$ cat src/rtl/lector_banco_reg_if.sv
// lector_banco_reg_if
//   Bundles the controller handshake (start/busy/done) and the register-bank
//   read bus (dir/rd_en/dato_banco) seen by the read-back sequencer.
//   Handshake: the controller raises start; it is sampled only while the
//   sequencer is idle (busy=0). busy stays high from the cycle after start is
//   accepted until the done cycle ends. done is a one-cycle pulse. rd_en is a
//   one-cycle strobe qualifying dir. dato_banco must be valid RD_LAT cycles
//   after the edge that sampled rd_en high.
//   modport master : the sequencer (drives dir, rd_en, busy, done)
//   modport slave  : controller + bank side (drives start, dato_banco)
interface lector_banco_reg_if;
  logic       start;
  logic       busy;
  logic       done;
  logic [3:0] dir;
  logic       rd_en;
  logic [7:0] dato_banco;

  modport master (
    input  start,
    input  dato_banco,
    output busy,
    output done,
    output dir,
    output rd_en
  );

  modport slave (
    output start,
    output dato_banco,
    input  busy,
    input  done,
    input  dir,
    input  rd_en
  );
endinterface

$ cat src/rtl/lector_banco_reg.sv
// lector_banco_reg
//   Read-back sequencer. On start it walks bank addresses 0..8, issues one
//   read per address and demuxes each returned byte into its holding register
//   (RTC time/date and timer hh:mm:ss).
//   Optional feature macro: LECTOR_BCD_CHECK_EN -- rejects non-BCD bytes
//   (old value kept) and raises a sticky bcd_err until the next sweep starts.
// Ports
//   clk, reset  : clock, synchronous active-high reset
//   bus         : lector_banco_reg_if.master (start/busy/done, dir/rd_en/dato_banco)
//   seg_rt..ao  : RTC seconds, minutes, hours, day, month, year (addr 0..5)
//   seg_tm..hor_tm : timer seconds, minutes, hours (addr 6..8)
//   bcd_err     : sticky non-BCD flag (tied 0 without the macro)
//   fsm_state   : current FSM state encoding, for debug/observation
// Parameter
//   RD_LAT      : bank read latency in cycles, legal 1..4
module lector_banco_reg #(
  parameter int RD_LAT = 1
) (
  input  logic                      clk,
  input  logic                      reset,
  lector_banco_reg_if.master        bus,
  output logic [7:0]                seg_rt,
  output logic [7:0]                min_rt,
  output logic [7:0]                hor_rt,
  output logic [7:0]                dia,
  output logic [7:0]                mes,
  output logic [7:0]                ao,
  output logic [7:0]                seg_tm,
  output logic [7:0]                min_tm,
  output logic [7:0]                hor_tm,
  output logic                      bcd_err,
  output logic [2:0]                fsm_state
);

  typedef enum logic [2:0] {
    S_IDLE    = 3'd0,
    S_ISSUE   = 3'd1,
    S_WAIT    = 3'd2,
    S_CAPTURE = 3'd3,
    S_DONE    = 3'd4
  } state_t;

  localparam logic [2:0] WAIT_LOAD = 3'(RD_LAT - 1);
  localparam logic [3:0] LAST_ADDR = 4'd8;

  state_t     state, state_nxt;
  logic [3:0] addr, addr_nxt;
  logic [2:0] wait_cnt, wait_cnt_nxt;
  logic       capture;
  logic       dato_ok;

  assign fsm_state = state;
  // The address counter doubles as the bank address, so dir naturally holds
  // its last issued value while idle.
  assign bus.dir   = addr;

  always_ff @(posedge clk) begin
    if (reset) begin
      state    <= S_IDLE;
      addr     <= 4'd0;
      wait_cnt <= 3'd0;
    end else begin
      state    <= state_nxt;
      addr     <= addr_nxt;
      wait_cnt <= wait_cnt_nxt;
    end
  end

  always_comb begin
    state_nxt    = state;
    addr_nxt     = addr;
    wait_cnt_nxt = wait_cnt;
    bus.rd_en    = 1'b0;
    bus.busy     = 1'b1;
    bus.done     = 1'b0;
    capture      = 1'b0;
    case (state)
      S_IDLE: begin
        bus.busy = 1'b0;
        if (bus.start) begin
          addr_nxt  = 4'd0;
          state_nxt = S_ISSUE;
        end
      end
      S_ISSUE: begin
        bus.rd_en    = 1'b1;
        wait_cnt_nxt = WAIT_LOAD;
        state_nxt    = (RD_LAT == 1) ? S_CAPTURE : S_WAIT;
      end
      S_WAIT: begin
        // RD_LAT-1 wait cycles: leave when the decremented count hits 0.
        wait_cnt_nxt = wait_cnt - 3'd1;
        if (wait_cnt <= 3'd1) state_nxt = S_CAPTURE;
      end
      S_CAPTURE: begin
        capture = 1'b1;
        if (addr == LAST_ADDR) begin
          state_nxt = S_DONE;
        end else begin
          addr_nxt  = addr + 4'd1;
          state_nxt = S_ISSUE;
        end
      end
      S_DONE: begin
        bus.done  = 1'b1;
        state_nxt = S_IDLE;
      end
      default: state_nxt = S_IDLE;
    endcase
  end

`ifdef LECTOR_BCD_CHECK_EN
  assign dato_ok = (bus.dato_banco[7:4] <= 4'd9) && (bus.dato_banco[3:0] <= 4'd9);

  always_ff @(posedge clk) begin
    if (reset) begin
      bcd_err <= 1'b0;
    end else if (state == S_IDLE && bus.start) begin
      bcd_err <= 1'b0;
    end else if (capture && !dato_ok) begin
      bcd_err <= 1'b1;
    end
  end
`else
  assign dato_ok = 1'b1;
  assign bcd_err = 1'b0;
`endif

  always_ff @(posedge clk) begin
    if (reset) begin
      seg_rt <= 8'd0;
      min_rt <= 8'd0;
      hor_rt <= 8'd0;
      dia    <= 8'd0;
      mes    <= 8'd0;
      ao     <= 8'd0;
      seg_tm <= 8'd0;
      min_tm <= 8'd0;
      hor_tm <= 8'd0;
    end else if (capture && dato_ok) begin
      case (addr)
        4'd0:    seg_rt <= bus.dato_banco;
        4'd1:    min_rt <= bus.dato_banco;
        4'd2:    hor_rt <= bus.dato_banco;
        4'd3:    dia    <= bus.dato_banco;
        4'd4:    mes    <= bus.dato_banco;
        4'd5:    ao     <= bus.dato_banco;
        4'd6:    seg_tm <= bus.dato_banco;
        4'd7:    min_tm <= bus.dato_banco;
        4'd8:    hor_tm <= bus.dato_banco;
        default: ;
      endcase
    end
  end

endmodule

$ cat src/flat_wrapper.sv
// flat-port wrapper written by rule: the top's interface ports become plain ports
module lector_banco_reg_flat 
#(
  parameter int RD_LAT = 1
)
  (clk, reset, seg_rt, min_rt, hor_rt, dia, mes, ao, seg_tm, min_tm, hor_tm, bcd_err, fsm_state, bus_start, bus_dato_banco, bus_busy, bus_done, bus_dir, bus_rd_en);
  lector_banco_reg_if bus_i ();
  input  logic clk;
  input  logic reset;
  output logic [7:0] seg_rt;
  output logic [7:0] min_rt;
  output logic [7:0] hor_rt;
  output logic [7:0] dia;
  output logic [7:0] mes;
  output logic [7:0] ao;
  output logic [7:0] seg_tm;
  output logic [7:0] min_tm;
  output logic [7:0] hor_tm;
  output logic bcd_err;
  output logic [2:0] fsm_state;
  input wire logic [$bits(bus_i.start)-1:0] bus_start;
  input wire logic [$bits(bus_i.dato_banco)-1:0] bus_dato_banco;
  output wire logic [$bits(bus_i.busy)-1:0] bus_busy;
  output wire logic [$bits(bus_i.done)-1:0] bus_done;
  output wire logic [$bits(bus_i.dir)-1:0] bus_dir;
  output wire logic [$bits(bus_i.rd_en)-1:0] bus_rd_en;
  assign bus_i.start = bus_start;
  assign bus_i.dato_banco = bus_dato_banco;
  assign bus_busy = bus_i.busy;
  assign bus_done = bus_i.done;
  assign bus_dir = bus_i.dir;
  assign bus_rd_en = bus_i.rd_en;
  lector_banco_reg #(.RD_LAT(RD_LAT)) u_core (.clk(clk), .reset(reset), .bus(bus_i), .seg_rt(seg_rt), .min_rt(min_rt), .hor_rt(hor_rt), .dia(dia), .mes(mes), .ao(ao), .seg_tm(seg_tm), .min_tm(min_tm), .hor_tm(hor_tm), .bcd_err(bcd_err), .fsm_state(fsm_state));
endmodule
$ cat config.mk
export PLATFORM = sky130hd
export DESIGN_NAME = lector_banco_reg_flat
export DESIGN_NICKNAME = d
export VERILOG_FILES = /design/src/rtl/lector_banco_reg_if.sv /design/src/rtl/lector_banco_reg.sv /design/src/flat_wrapper.sv
export SDC_FILE = /design/constraint.sdc
export NUM_CORES = 1
export LEC_CHECK = 0
export CORE_MARGIN = 1
export CORE_UTILIZATION = 30
export DETAILED_ROUTE_END_ITERATION = 16
export PLACE_DENSITY_LB_ADDON = 0.25
export RECOVER_POWER = 25
export SLEW_MARGIN = 20
export SYNTH_ARGS = -nofsm -noshare
export SYNTH_HDL_FRONTEND = slang
export SYNTH_SLANG_ARGS = --single-unit
$ cat constraint.sdc
create_clock -name clk -period 1.4 [get_ports clk]
set_input_delay 0.14 -clock clk [delete_from_list [all_inputs] [get_ports clk]]
set_output_delay 0.14 -clock clk [all_outputs]
set_load 0.05 [all_outputs]
==> impl_results.html <==
<table>
<tr><th>Metric</th><th>Value</th></tr>
<tr><th colspan="2">Outcome</th></tr>
<tr><td>Failing checks</td><td>setup timing</td></tr>
<tr><td>Result of the run</td><td>complete, but fails checks</td></tr>
<tr><th colspan="2">Clock network</th></tr>
<tr><td>Number of levels in the clock H-tree</td><td>3</td></tr>
<tr><td>Clock transition time at the flip-flop clock pins of the worst setup and hold paths</td><td>roughly 60 ps</td></tr>
<tr><td>Number of buffers inserted for hold repair after clock tree synthesis</td><td>0</td></tr>
<tr><td>Clock net sink count</td><td>82</td></tr>
<tr><td>CTS tree</td><td>done</td></tr>
<tr><td>Total CTS buffers</td><td>9</td></tr>
<tr><td>Root buffer cell</td><td>sky130_fd_sc_hd__clkbuf_16</td></tr>
<tr><td>Worst skew pair latency</td><td>approximately 330 ps</td></tr>
<tr><td>Maximum root-to-sink buffer count</td><td>2</td></tr>
<tr><th colspan="2">Hold path</th></tr>
<tr><td>Class of the most critical hold timing path</td><td>in -&gt; reg</td></tr>
<tr><th colspan="2">Routing</th></tr>
<tr><td>Drt first-iter violations</td><td>between 200 and 250</td></tr>
<tr><td>Count of antenna-violating nets left after detailed routing</td><td>0</td></tr>
<tr><td>Drt via density</td><td>approximately 5.2</td></tr>
<tr><td>Remaining routing DRC violations</td><td>0</td></tr>
<tr><td>Average routed wire per standard cell</td><td>roughly 17 um</td></tr>
<tr><td>Drt total wl</td><td>about 11000 um</td></tr>
<tr><td>Number of detailed-route iterations in the first pass</td><td>4</td></tr>
<tr><td>Overall via count from detail_route</td><td>about 3500</td></tr>
<tr><th colspan="2">Global routing</th></tr>
<tr><td>Initial antenna violation count</td><td>0</td></tr>
<tr><td>Residual overflow from global routing</td><td>0</td></tr>
<tr><td>Vias in the first global route</td><td>between 3000 and 4000</td></tr>
<tr><td>Pin count of the biggest net entering global routing</td><td>42</td></tr>
<tr><td>GRT Util Overall</td><td>0.1842</td></tr>
<tr><td>First-pass GRT wire length</td><td>16640 um</td></tr>
<tr><th colspan="2">Synth</th></tr>
<tr><td>Flip-flop and latch count after synthesis</td><td>82</td></tr>
<tr><td>Most frequent cells after synthesis</td><td>82 x sky130_fd_sc_hd__dfxtp_1, 79 x sky130_fd_sc_hd__a21oi_1, 72 x sky130_fd_sc_hd__nand3_1</td></tr>
<tr><td>Number of enable flip-flop cells after synthesis</td><td>0</td></tr>
<tr><td>Cell area after synthesis</td><td>between 0.003 and 0.004 mm^2</td></tr>
<tr><td>Most used standard cell by instance count after synthesis</td><td>sky130_fd_sc_hd__dfxtp_1</td></tr>
<tr><td>Ranking of synthesized cells by area</td><td>sky130_fd_sc_hd__dfxtp_1 48%, sky130_fd_sc_hd__a21oi_1 12%, sky130_fd_sc_hd__nand3_1 10%</td></tr>
<tr><td>Most frequently used flop master after synthesis</td><td>sky130_fd_sc_hd__dfxtp_1</td></tr>
<tr><td>Largest area contributor in the netlist</td><td>sky130_fd_sc_hd__dfxtp_1</td></tr>
<tr><td>Share of the yosys chip area belonging to registers</td><td>0.4776</td></tr>
<tr><td>Syn Inst Count</td><td>approximately 420</td></tr>
<tr><td>Async set or reset register ratio after synthesis</td><td>0</td></tr>
<tr><td>Avg Synthesized Cell Area</td><td>8.164 um^2</td></tr>
<tr><td>Synth Net Count</td><td>around 440</td></tr>
<tr><td>Count of different cell masters after synthesis</td><td>35</td></tr>
<tr><td>Number of warnings printed during yosys synthesis</td><td>0</td></tr>
<tr><td>Fraction of post-synthesis cell area in the top cell type by area</td><td>0.4776</td></tr>
<tr><th colspan="2">Timing</th></tr>
<tr><td>Fin crit share</td><td>1.061</td></tr>
<tr><td>Count of endpoints failing setup in the final report</td><td>1</td></tr>
<tr><td>Clock period minus final worst setup slack</td><td>1485 ps</td></tr>
<tr><td>Total negative slack</td><td>-85.39 ps</td></tr>
<tr><td>Max-Slew Margin vs Limit</td><td>0.6005</td></tr>
<tr><td>Highest attainable clock frequency</td><td>about 670 MHz</td></tr>
<tr><td>RSZ-0062 raised after global routing</td><td>yes</td></tr>
<tr><td>Post-Route Hold Slack</td><td>~310 ps</td></tr>
<tr><td>Clock Skews</td><td>about 7.8 ps</td></tr>
<tr><td>Final worst setup slack</td><td>-85.39 ps</td></tr>
<tr><td>Number of endpoints with negative hold slack in the final report</td><td>0</td></tr>
<tr><td>Slew Viols, Final</td><td>0</td></tr>
<tr><td>Worst Tran Pin Value</td><td>about 600 ps</td></tr>
<tr><th colspan="2">Placed design</th></tr>
<tr><td>Area post-placement</td><td>between 0.004 and 0.005 mm^2</td></tr>
<tr><td>Post-DP HPWL</td><td>just under 7000 um</td></tr>
<tr><td>Count of input and output buffers</td><td>92</td></tr>
<tr><td>Routability-driven placement congestion ratio</td><td>approximately 0.77</td></tr>
<tr><th colspan="2">Die</th></tr>
<tr><td>Die boundary height</td><td>approximately 110 um</td></tr>
<tr><td>Die ar.</td><td>around 0.012 mm^2</td></tr>
<tr><td>Effective utilization at floorplan</td><td>0.3129</td></tr>
<tr><td>Top Ports</td><td>94</td></tr>
<tr><td>Std-Cell Rows</td><td>38</td></tr>
<tr><td>Die span in x</td><td>about 110 um</td></tr>
<tr><td>Core area</td><td>between 0.01 and 0.015 mm^2</td></tr>
<tr><th colspan="2">Power</th></tr>
<tr><td>Peak supply drop</td><td>between 0.0005 and 0.0006 V</td></tr>
<tr><td>Leak Pwr</td><td>between 2 and 2.5 nW</td></tr>
<tr><td>Pwr dens</td><td>around 1100 mW/mm^2</td></tr>
<tr><td>Overall power after layout</td><td>slightly below 6 mW</td></tr>
<tr><th colspan="2">Layout</th></tr>
<tr><td>Final core utilization</td><td>0.4858</td></tr>
<tr><td>Multi-input combinational cell area</td><td>around 0.0017 mm^2</td></tr>
<tr><td>Antenna diode instance count</td><td>0</td></tr>
<tr><td>Area occupied by registers</td><td>roughly 0.0017 mm^2</td></tr>
<tr><td>Number of nets in the final layout</td><td>between 500 and 600</td></tr>
<tr><td>Share of post-route cells with drive strength above 1</td><td>0.3301</td></tr>
<tr><td>Area of all placed cells without fillers</td><td>approximately 0.0053 mm^2</td></tr>
<tr><td>Layout Area Growth over Synthesis</td><td>55.22%</td></tr>
<tr><td>Number of fill cells</td><td>1042</td></tr>
<tr><th colspan="2">Setup path</th></tr>
<tr><td>Startpoint type of the worst setup path</td><td>flop</td></tr>
<tr><td>Element type at the critical path end</td><td>output port</td></tr>
<tr><td>Worst-path maximum fanout</td><td>4</td></tr>
<tr><td>Endpoint arrival time on the critical path</td><td>around 1400 ps</td></tr>
<tr><td>Critical setup path kind</td><td>reg -&gt; out</td></tr>
<tr><td>Required arrival time at the worst endpoint</td><td>1260 ps</td></tr>
<tr><th colspan="2">Flow run</th></tr>
<tr><td>Count of max-cap constraint violations</td><td>0</td></tr>
</table>
## sequential cells by signal, summed over array words and instances, names as in the netlist
register and cells:
u_core.wait_cnt 3, u_core.dia 8, u_core.mes 8, u_core.fsm_state 3, u_core.min_tm 8, u_core.hor_rt 8, u_core.ao 8, u_core.bus.dir 4
u_core.min_rt 8, u_core.seg_tm 8, u_core.hor_tm 8, u_core.seg_rt 8
## layout by cell type, fill, tap and decap left out, types with 2 or more instances in the layout
master and count:
sky130_fd_sc_hd__clkbuf_16 12, sky130_fd_sc_hd__and2_1 2, sky130_fd_sc_hd__nor2b_1 5, sky130_fd_sc_hd__clkdlybuf4s50_1 9
sky130_fd_sc_hd__clkbuf_8 2, sky130_fd_sc_hd__a21oi_2 2, sky130_fd_sc_hd__dlymetal6s2s_1 6, sky130_fd_sc_hd__o21ai_1 35
sky130_fd_sc_hd__nand3_1 72, sky130_fd_sc_hd__inv_1 4, sky130_fd_sc_hd__o21ai_0 32, sky130_fd_sc_hd__nor3_1 2
sky130_fd_sc_hd__o21ai_2 10, sky130_fd_sc_hd__nand3b_1 2, sky130_fd_sc_hd__inv_2 3, sky130_fd_sc_hd__dfxtp_4 6
sky130_fd_sc_hd__nor3b_1 2, sky130_fd_sc_hd__buf_6 6, sky130_fd_sc_hd__ha_1 5, sky130_fd_sc_hd__nand2b_1 3
sky130_fd_sc_hd__buf_8 2, sky130_fd_sc_hd__or3_1 2, sky130_fd_sc_hd__buf_4 50, sky130_fd_sc_hd__a21oi_1 77
sky130_fd_sc_hd__o211ai_1 3, sky130_fd_sc_hd__buf_12 29, sky130_fd_sc_hd__nor3_4 2, sky130_fd_sc_hd__a311oi_1 2
sky130_fd_sc_hd__dfxtp_1 75, sky130_fd_sc_hd__clkbuf_2 27
## final cells by class
type | count | share of cell area
timing repair buffer | 135 | 0.2753
multi-input combinational | 281 | 0.3164
sequential | 82 | 0.3121
inverter | 7 | 0.004925
tap | 140 | 0.03283
clock inverter | 5 | 0.01102
clock buffer | 11 | 0.04737
## per-layer routing
metal	vias up	GRT usage	wire, um
met5	-	0	0
met4	0	0.04537	101
met3	8	0.04782	815
met2	127	0.2942	5371
met1	1637	0.2460	5117
li1	1697	-	-
## kinds of logic (layout without fill, tap and decap cells)
| family | Yosys count | count (layout) | synth area share |
|---|---|---|---|
| buffers and inverters | 58 | 158 | 0.07208 |
| AOI/OAI and AO/OA | 166 | 166 | 0.2494 |
| DFF | 82 | 82 | 0.4776 |
| adders and majority gates | 6 | 6 | 0.02184 |
| other | 1 | 1 | 0.001091 |
| xor gates and xnor gates | 1 | 1 | 0.002549 |
| and+or+nand+nor | 107 | 107 | 0.1755 |
## power breakdown
group / total [mW] / internal [mW] / switching (mW)
registers: 2.40 / 2.37 / 0.0309
clock network: 2.44 / 1.49 / 0.956
logic: 0.981 / 0.409 / 0.573
total: 5.82 / 4.27 / 1.56
## timing repair
item / CTS / global route
buffers inserted: 9 / 0
resized for setup: 26 / 50
gates cloned: 1 / 4
setup endpoints to repair: 9 / 68
pin swaps: 2 / 18
## path summary, 6_finish.rpt
kind	from	end	cells after the start	slack, ps
min	reset	u_core.bus.dir[0]	2	310
max	u_core.fsm_state[2]	bus_busy	3	-90
min reg2reg	u_core.seg_rt[3]	u_core.seg_rt[3]	2	470
max reg2reg	u_core.fsm_state[2]	u_core.bus.dir[3]	5	10
## critical path, stage by stage (launching register included)
cell and delay [ps]:
sky130_fd_sc_hd__dfxtp_4 350, sky130_fd_sc_hd__buf_6 120, sky130_fd_sc_hd__or3_4 380, sky130_fd_sc_hd__buf_8 160
## metrics by stage
step                      worst slack, ps  instances
after floorplan                     3.217        421
after global placement             -59.82        631
after detailed placement           -61.91        631
after CTS                          -85.81        657
after global routing               -110.4        661
final                              -85.39        661
Note: power is estimated with default switching activity, not from simulation.
